--- src/rtl/mem_port_arbiter.sv ---
// Round-robin arbiter sharing one single-port synchronous memory
// between requesters A and B, with nibble-lane write masks.
//
// Ports:
//   clk, reset       clock and synchronous active-high reset
//   req_x, we_x      request (held until ack) and write select
//   addr_x, wdata_x  access address and write data
//   wmask_x          lane enables, [1]=upper half, [0]=lower half
//   ack_x, rdata_x   one-cycle completion pulse and read data
//   mem_*            strobe, write enable, address, data, lanes
//   mem_rdata        memory read data, valid the cycle after mem_en
module mem_port_arbiter #(
   parameter int AW = 8,
   parameter int DW = 8
) (
   input  logic          clk,
   input  logic          reset,
   input  logic          req_a,
   input  logic          we_a,
   input  logic [AW-1:0] addr_a,
   input  logic [DW-1:0] wdata_a,
   input  logic [1:0]    wmask_a,
   output logic          ack_a,
   output logic [DW-1:0] rdata_a,
   input  logic          req_b,
   input  logic          we_b,
   input  logic [AW-1:0] addr_b,
   input  logic [DW-1:0] wdata_b,
   input  logic [1:0]    wmask_b,
   output logic          ack_b,
   output logic [DW-1:0] rdata_b,
   output logic          mem_en,
   output logic          mem_we,
   output logic [AW-1:0] mem_addr,
   output logic [DW-1:0] mem_wdata,
   output logic [1:0]    mem_wmask,
   input  logic [DW-1:0] mem_rdata
);

   typedef enum logic [1:0] {
      IDLE,
      ISSUE,
      COMPLETE
   } state_t;

   state_t        state_q;
   logic          last_b_q;
   logic          win_b_q;
   logic          rd_q;
   logic          ack_a_q;
   logic          ack_b_q;
   logic [DW-1:0] rdata_a_q;
   logic [DW-1:0] rdata_b_q;
   logic          mem_en_q;
   logic          mem_we_q;
   logic [AW-1:0] mem_addr_q;
   logic [DW-1:0] mem_wdata_q;
   logic [1:0]    mem_wmask_q;

   logic          gnt_a_d;
   logic          gnt_b_d;
   logic          sel_we_d;
   logic [AW-1:0] sel_addr_d;
   logic [DW-1:0] sel_wdata_d;
   logic [1:0]    sel_wmask_d;

   // On a tie the grant goes to whoever was not served last.
   always_comb begin
      gnt_a_d     = req_a & (~req_b | last_b_q);
      gnt_b_d     = req_b & (~req_a | ~last_b_q);
      sel_we_d    = gnt_b_d ? we_b    : we_a;
      sel_addr_d  = gnt_b_d ? addr_b  : addr_a;
      sel_wdata_d = gnt_b_d ? wdata_b : wdata_a;
      sel_wmask_d = gnt_b_d ? wmask_b : wmask_a;
   end

   always_ff @(posedge clk) begin
      if (reset) begin
         state_q     <= IDLE;
         last_b_q    <= 1'b1;
         win_b_q     <= 1'b0;
         rd_q        <= 1'b0;
         ack_a_q     <= 1'b0;
         ack_b_q     <= 1'b0;
         rdata_a_q   <= '0;
         rdata_b_q   <= '0;
         mem_en_q    <= 1'b0;
         mem_we_q    <= 1'b0;
         mem_addr_q  <= '0;
         mem_wdata_q <= '0;
         mem_wmask_q <= 2'b00;
      end else begin
         ack_a_q <= 1'b0;
         ack_b_q <= 1'b0;
         unique case (state_q)
            IDLE: begin
               if (gnt_a_d | gnt_b_d) begin
                  state_q     <= ISSUE;
                  win_b_q     <= gnt_b_d;
                  last_b_q    <= gnt_b_d;
                  rd_q        <= ~sel_we_d;
                  mem_en_q    <= 1'b1;
                  // An all-zero mask is a no-op write: no strobe.
                  mem_we_q    <= sel_we_d & (|sel_wmask_d);
                  mem_addr_q  <= sel_addr_d;
                  mem_wdata_q <= sel_wdata_d;
                  mem_wmask_q <= sel_we_d ? sel_wmask_d : 2'b00;
               end
            end
            ISSUE: begin
               state_q  <= COMPLETE;
               mem_en_q <= 1'b0;
               mem_we_q <= 1'b0;
               ack_a_q  <= ~win_b_q;
               ack_b_q  <= win_b_q;
            end
            COMPLETE: begin
               state_q <= IDLE;
               if (rd_q && !win_b_q) rdata_a_q <= mem_rdata;
               if (rd_q && win_b_q)  rdata_b_q <= mem_rdata;
            end
            default: state_q <= IDLE;
         endcase
      end
   end

   // Read data only exists at the memory during the ack cycle, so it
   // is forwarded then and held from the register afterwards.
   assign rdata_a = (ack_a_q & rd_q) ? mem_rdata : rdata_a_q;
   assign rdata_b = (ack_b_q & rd_q) ? mem_rdata : rdata_b_q;

   assign ack_a     = ack_a_q;
   assign ack_b     = ack_b_q;
   assign mem_en    = mem_en_q;
   assign mem_we    = mem_we_q;
   assign mem_addr  = mem_addr_q;
   assign mem_wdata = mem_wdata_q;
   assign mem_wmask = mem_wmask_q;

endmodule

--- config.mk ---
export PLATFORM = sky130hd
export DESIGN_NAME = mem_port_arbiter
export DESIGN_NICKNAME = d
export VERILOG_FILES = /design/src/rtl/mem_port_arbiter.sv
export SDC_FILE = /design/constraint.sdc
export NUM_CORES = 1
export LEC_CHECK = 0
export CAP_MARGIN = 20
export CORE_MARGIN = 5
export CORE_UTILIZATION = 42
export CTS_CLUSTER_DIAMETER = 30
export DETAILED_ROUTE_END_ITERATION = 8
export PLACE_DENSITY = 0.86
export SLEW_MARGIN = 20
export SYNTH_ARGS = -nofsm -noshare
export SYNTH_HDL_FRONTEND = slang
export SYNTH_SLANG_ARGS = --single-unit
--- constraint.sdc ---
create_clock -name clk -period 1.95 [get_ports clk]
set_clock_uncertainty 0.2 [all_clocks]
set_input_delay 0.585 -clock clk [delete_from_list [all_inputs] [get_ports clk]]
set_output_delay 0.585 -clock clk [all_outputs]
set_load 0.03 [all_outputs]
* Word-level counts from Yosys, hierarchy flattened
Cells that the tools add are included.
Storage, ports and cells: bits of input ports 50, flip-flop bits (word level) 43
Cells by class: reductions and logical operators 11, mux-type cells 13, eq/ne operators 3, bitwise operators 14
Operator list (count):
- $mux 8 | 4
- $reduce_and 2->1 | 4
- $mux 2 | 3
- $not 1->1 | 6
- $and 1x1->1 | 5
- $pmux 1 s2 | 2
- $pmux 2 s2 | 1
- $reduce_or 2->1 | 2
- $mux 1 | 3
- $or 1x1->1 | 3
- $eq 2x1->1 const B | 1
- $eq 2x2->1 const B | 1
- $logic_and 1x1->1 | 2
- $logic_not 2->1 | 1
- $ne 2x2->1 const B | 1
- $reduce_bool 2->1 | 1
- $logic_not 1->1 | 1

* Depth between registers and ports, before layout
word-level depth 8, mapped depth 5

* Worst setup path after synthesis
Ideal clock, no wire load.
path kind register to output, start register ack_a_q, in the netlist ack_a, end output rdata_a[0], buffers on the path 0, arrival 1.125 ns, required time 1.165 ns, path slack 0.040 ns, cell stages (with the launch flop) 3, cells stage by stage dfxtp_1 -> nand2_1 -> mux2_2
On the way: longest elaborated chain between the ends 2
Ends and longest elaborated chain:
- start: declaration | line 50 | logic ack_a_q;
- start signal: assignment | line 114 | ack_a_q <= ~win_b_q;
- $and 1x1->1 | line 129 | assign rdata_a = (ack_a_q & rd_q) ? mem_rdata : rdata_a_q;
- $mux 8 | line 129
- end: declaration | line 24 | output logic [DW-1:0] rdata_a,
Every way passes these cells.

* Worst setup path after layout
start input mem_rdata[7], end output rdata_a[7]
On the way: longest elaborated chain between the ends 1
Ends and longest elaborated chain:
- start: declaration | line 37 | input logic [DW-1:0] mem_rdata
- $mux 8 | line 129
Every way passes these cells.

==> reports/results.txt <==
The run finished, with violations left. The final reports fail on setup timing. In this run, the number of DRC markers left after iteration 0 of detailed routing was 75. Total power for the finished layout comes to 2.24 mW.

The actual slew at the worst max-slew pin was 0.375 ns. The sequential cell area fraction in the yosys report is 0.433. The clock latency on the worst-skew pair was 0.30 ns.

Based on the critical path, the design can be clocked at up to 0.483 GHz. In this run the critical register-to-register path is launched from rd_q$_SDFFE_PP0P_. The run gives 0 as the initial antenna violation count. The number of different library cells used by synthesis comes to 33. The worst setup path is captured at an output port. The average routed wire per standard cell was 15.2 um.

The height of the chip was 78.8 um. A synthesized cell averages 8.96 sq um. The tool flagged a number of max-cap violations equal to 0.

In this run the standard cell core region covers 4660 sq um. Highest-delay cell along the critical path: mux2_4. Summing every instance area after synthesis gives 1990 sq um.

The detail route stage leaves a number of antenna-violating nets equal to 0. The library cells used most frequently in the layout, excluding fill and tap cells, are 54 x nand2_1, 40 x dfxtp_1, 39 x clkdlybuf4s50_1. VDD sags by at most 411 uV. The number of global-route vias before repair came out at 2023. The proportion of netlist area held by the largest area contributor works out to 0.433.

The routed layout has 2008 vias. The logs give 0 for the count of synthesis-stage warnings from yosys and 1.16 ns for the worst path required time. The hold path startpoint was rdata_b_q[2]$_SDFFE_PP0P_. The finished layout holds 379 standard cells, fillers aside. The peak per-stage delay on the critical path is 0.29 ns, and the all-layer global routing usage is 0.179. For the total nets after synthesis, the log shows 272. The last weighted congestion value of the routability-driven placer was 0.799; the top fanout value on the critical path was 3. The tools report the worst hold endpoint as rdata_b_q[2]$_SDFFE_PP0P_. For this run, the post-layout net count is 374.

The time the final worst path needs with I/O delays and setup is 2.07 ns, and the total DRC errors in the routed layout is 0. The die covers 6210 sq um. Dominant cell type by area after synthesis: dfxtp_1. The run gives 1.42 nW as the total leakage power. 88 I/O pins were placed. The final clock period utilization by the worst path is 1.06.

Horizontal extent of the die: 78.8 um. Using the TritonRoute via totals, the vias-per-cell ratio works out to 5.30. The fraction of final layout cells sized beyond drive strength 1 is 0.234. Setup repair after global routing could not meet its margin everywhere. The tools report the worst-case setup slack after placement as -0.339 ns.

The worst setup path is of the in -> out kind. The logs give 0.427 for the effective utilization at floorplan and 0 for the total global routing overflow. Clock-pin slew was measured on the worst setup and hold paths at 0.08 ns. The logs give 43 for the number of clock sinks and 8.92 mm for the first-pass GRT wire length. The endpoint of the most critical register-to-register path is rdata_a_q[1]$_SDFFE_PP0P_. After detailed routing, the total wire length is 5.74 mm. TritonCTS built the clock tree. The first detailed-routing pass ran for 4 iterations. The power per cell area was 695 nW/um^2. The post-synthesis to final-layout area growth was 62.2%; the flop and latch count out of synthesis was 43. The tools report the number of rows in the core area as 25.

Once layout is done, the placed cells without fillers occupy 3230 sq um. The count of buffers from port buffering is 87. Summed over all nets, the half-perimeter wirelength after detailed placement is 4.11 mm.

Once placement finished, the instance area stood at 3000 sq um. Including well taps, the total number of placed cells is 371. The number of antenna cells inserted came out at 0. The worst endpoint data arrival time is 1.29 ns.

The cell count after synthesis was 222. Counting the buffers created by CTS gives 5. The final hold violation count is 0. The worst setup path is launched from an input pin. The number of cells on the worst reg-to-reg path is 5. The signal on the critical path passes through dlygate4sd2_1, mux2_4, buf_6. The relative max-transition margin came out at 0.748. By area the synthesized netlist is led by dfxtp_1 43%, nand2_1 11%, mux2_2 9.1%.

The fill cell total of the finished layout came out at 361. The number of endpoints failing setup at the final stage was 16; the final count of pins violating max slew was 0. For the setup slack on the worst flop-to-flop path, the log shows 0.28 ns. Worst hold-check path type: reg -> reg. Leaving out fill and tap cells, the most frequent cell in the layout is nand2_1. Root buffer selected by CTS: clkbuf_8. The longest clock path from root to sink contains 2 buffers.

Entering global routing, the biggest net connects 23 pins. The deepest level of the CTS H-tree is 2. Along the worst hold path, the cell count comes to 2. The least setup slack across all paths after layout came out at -0.121 ns.
[final cells by class]
type	count	area (sq um)	share of cell area
Clock buffer	5	68.8	0.0213
Clock inverter	3	43.8	0.0136
Inverter	3	11.3	0.00349
Multi-Input combinational cell	160	1100	0.342
Sequential cell	43	867	0.269
Tap cell	54	67.6	0.0209
Timing Repair Buffer	111	1060	0.330
[cell families after synthesis]
family	synth area share
flops	0.433
compound gates	0.187
mux	0.141
buf+inv	0.0667
simple gates	0.173
[Yosys cell counts]
master and number:
nor2_2 1, o221a_2 1, inv_1 3, a21oi_1 26
nand4b_1 1, or2_1 2, dfxtp_1 43, mux2_2 16
buf_1 1, a221o_1 1, nor2b_1 1, buf_6 4
mux2i_1 10, buf_12 1, a311oi_1 15, a2bb2oi_1 1
a311oi_2 1, o32ai_1 2, o211ai_1 1, and4bb_2 1
clkbuf_1 4, buf_4 3, nand2_1 56, a21boi_2 1
and4b_1 1, o41ai_1 1, nand2b_1 1, a21bo_1 1
nor3_1 4, nor2_1 12, o21ai_0 2, and2_1 1
buf_2 3
[power breakdown]
group | switching [mW] | total [mW] | internal [mW]
combinational | 0.295 | 0.563 | 0.268
sequential | 0.0466 | 0.984 | 0.938
clock | 0.313 | 0.694 | 0.381
total | 0.655 | 2.24 | 1.59
[state kept, by name (all words and copies together), names as in the netlist]
signal,flops
mem_wmask,2
mem_wdata,8
rdata_a_q,8
mem_addr,8
mem_en,1
rdata_b_q,8
state_q,2
mem_we,1
win_b_q,1
last_b_q,1
rd_q,1
ack_b,1
ack_a,1
[routing by layer]
metal,track usage,vias to the layer above,wire [um]
li1,-,990,-
met1,0.178,937,2190
met2,0.335,77,2900
met3,0.0873,4,611
met4,0.0378,0,39
met5,0,-,0
[how the worst max path moves through the flow]
stage,start,depth (start not counted),slack (ns),endpoint
finish,mem_rdata[7],3,-0.12,rdata_a[7]
detailed placement,req_a,5,-0.34,mem_addr[6]$_SDFFE_PP0P_
CTS,rd_q$_SDFFE_PP0P_,3,-0.16,rdata_a[2]
floorplan,ack_a$_SDFF_PP0_,2,0.04,rdata_a[0]
global route,rd_q$_SDFFE_PP0P_,3,-0.16,rdata_b[4]
global placement,mem_rdata[0],3,-0.30,rdata_b[0]
[critical path, delay by kind of cell]
| kind | cells | cell delay [ns] |
|---|---|---|
| buffers and inverters | 2 | 0.41 |
| multiplexers | 1 | 0.29 |
[stage by stage]
step | hold WS (ns) | utilization | TNS (ns)
floorplan | 0.233 | - | 0
global route | 0.299 | 0.692 | -2.46
finish | 0.263 | 0.692 | -1.83
detailed placement | 0.247 | 0.643 | -10.44
global placement | 0.243 | 0.643 | -9.32
CTS | 0.260 | 0.671 | -2.37
[repair_timing]
item / 4_1_cts / 5_1_grt
setup endpoints to repair: 39 / 29
gates resized for setup: 57 / 23
buffers inserted: 1 / 0
hold buffers: 0 / 0
gates cloned: 0 / 1
pin swaps: 0 / 2
Power figures use the tool's default switching activity.
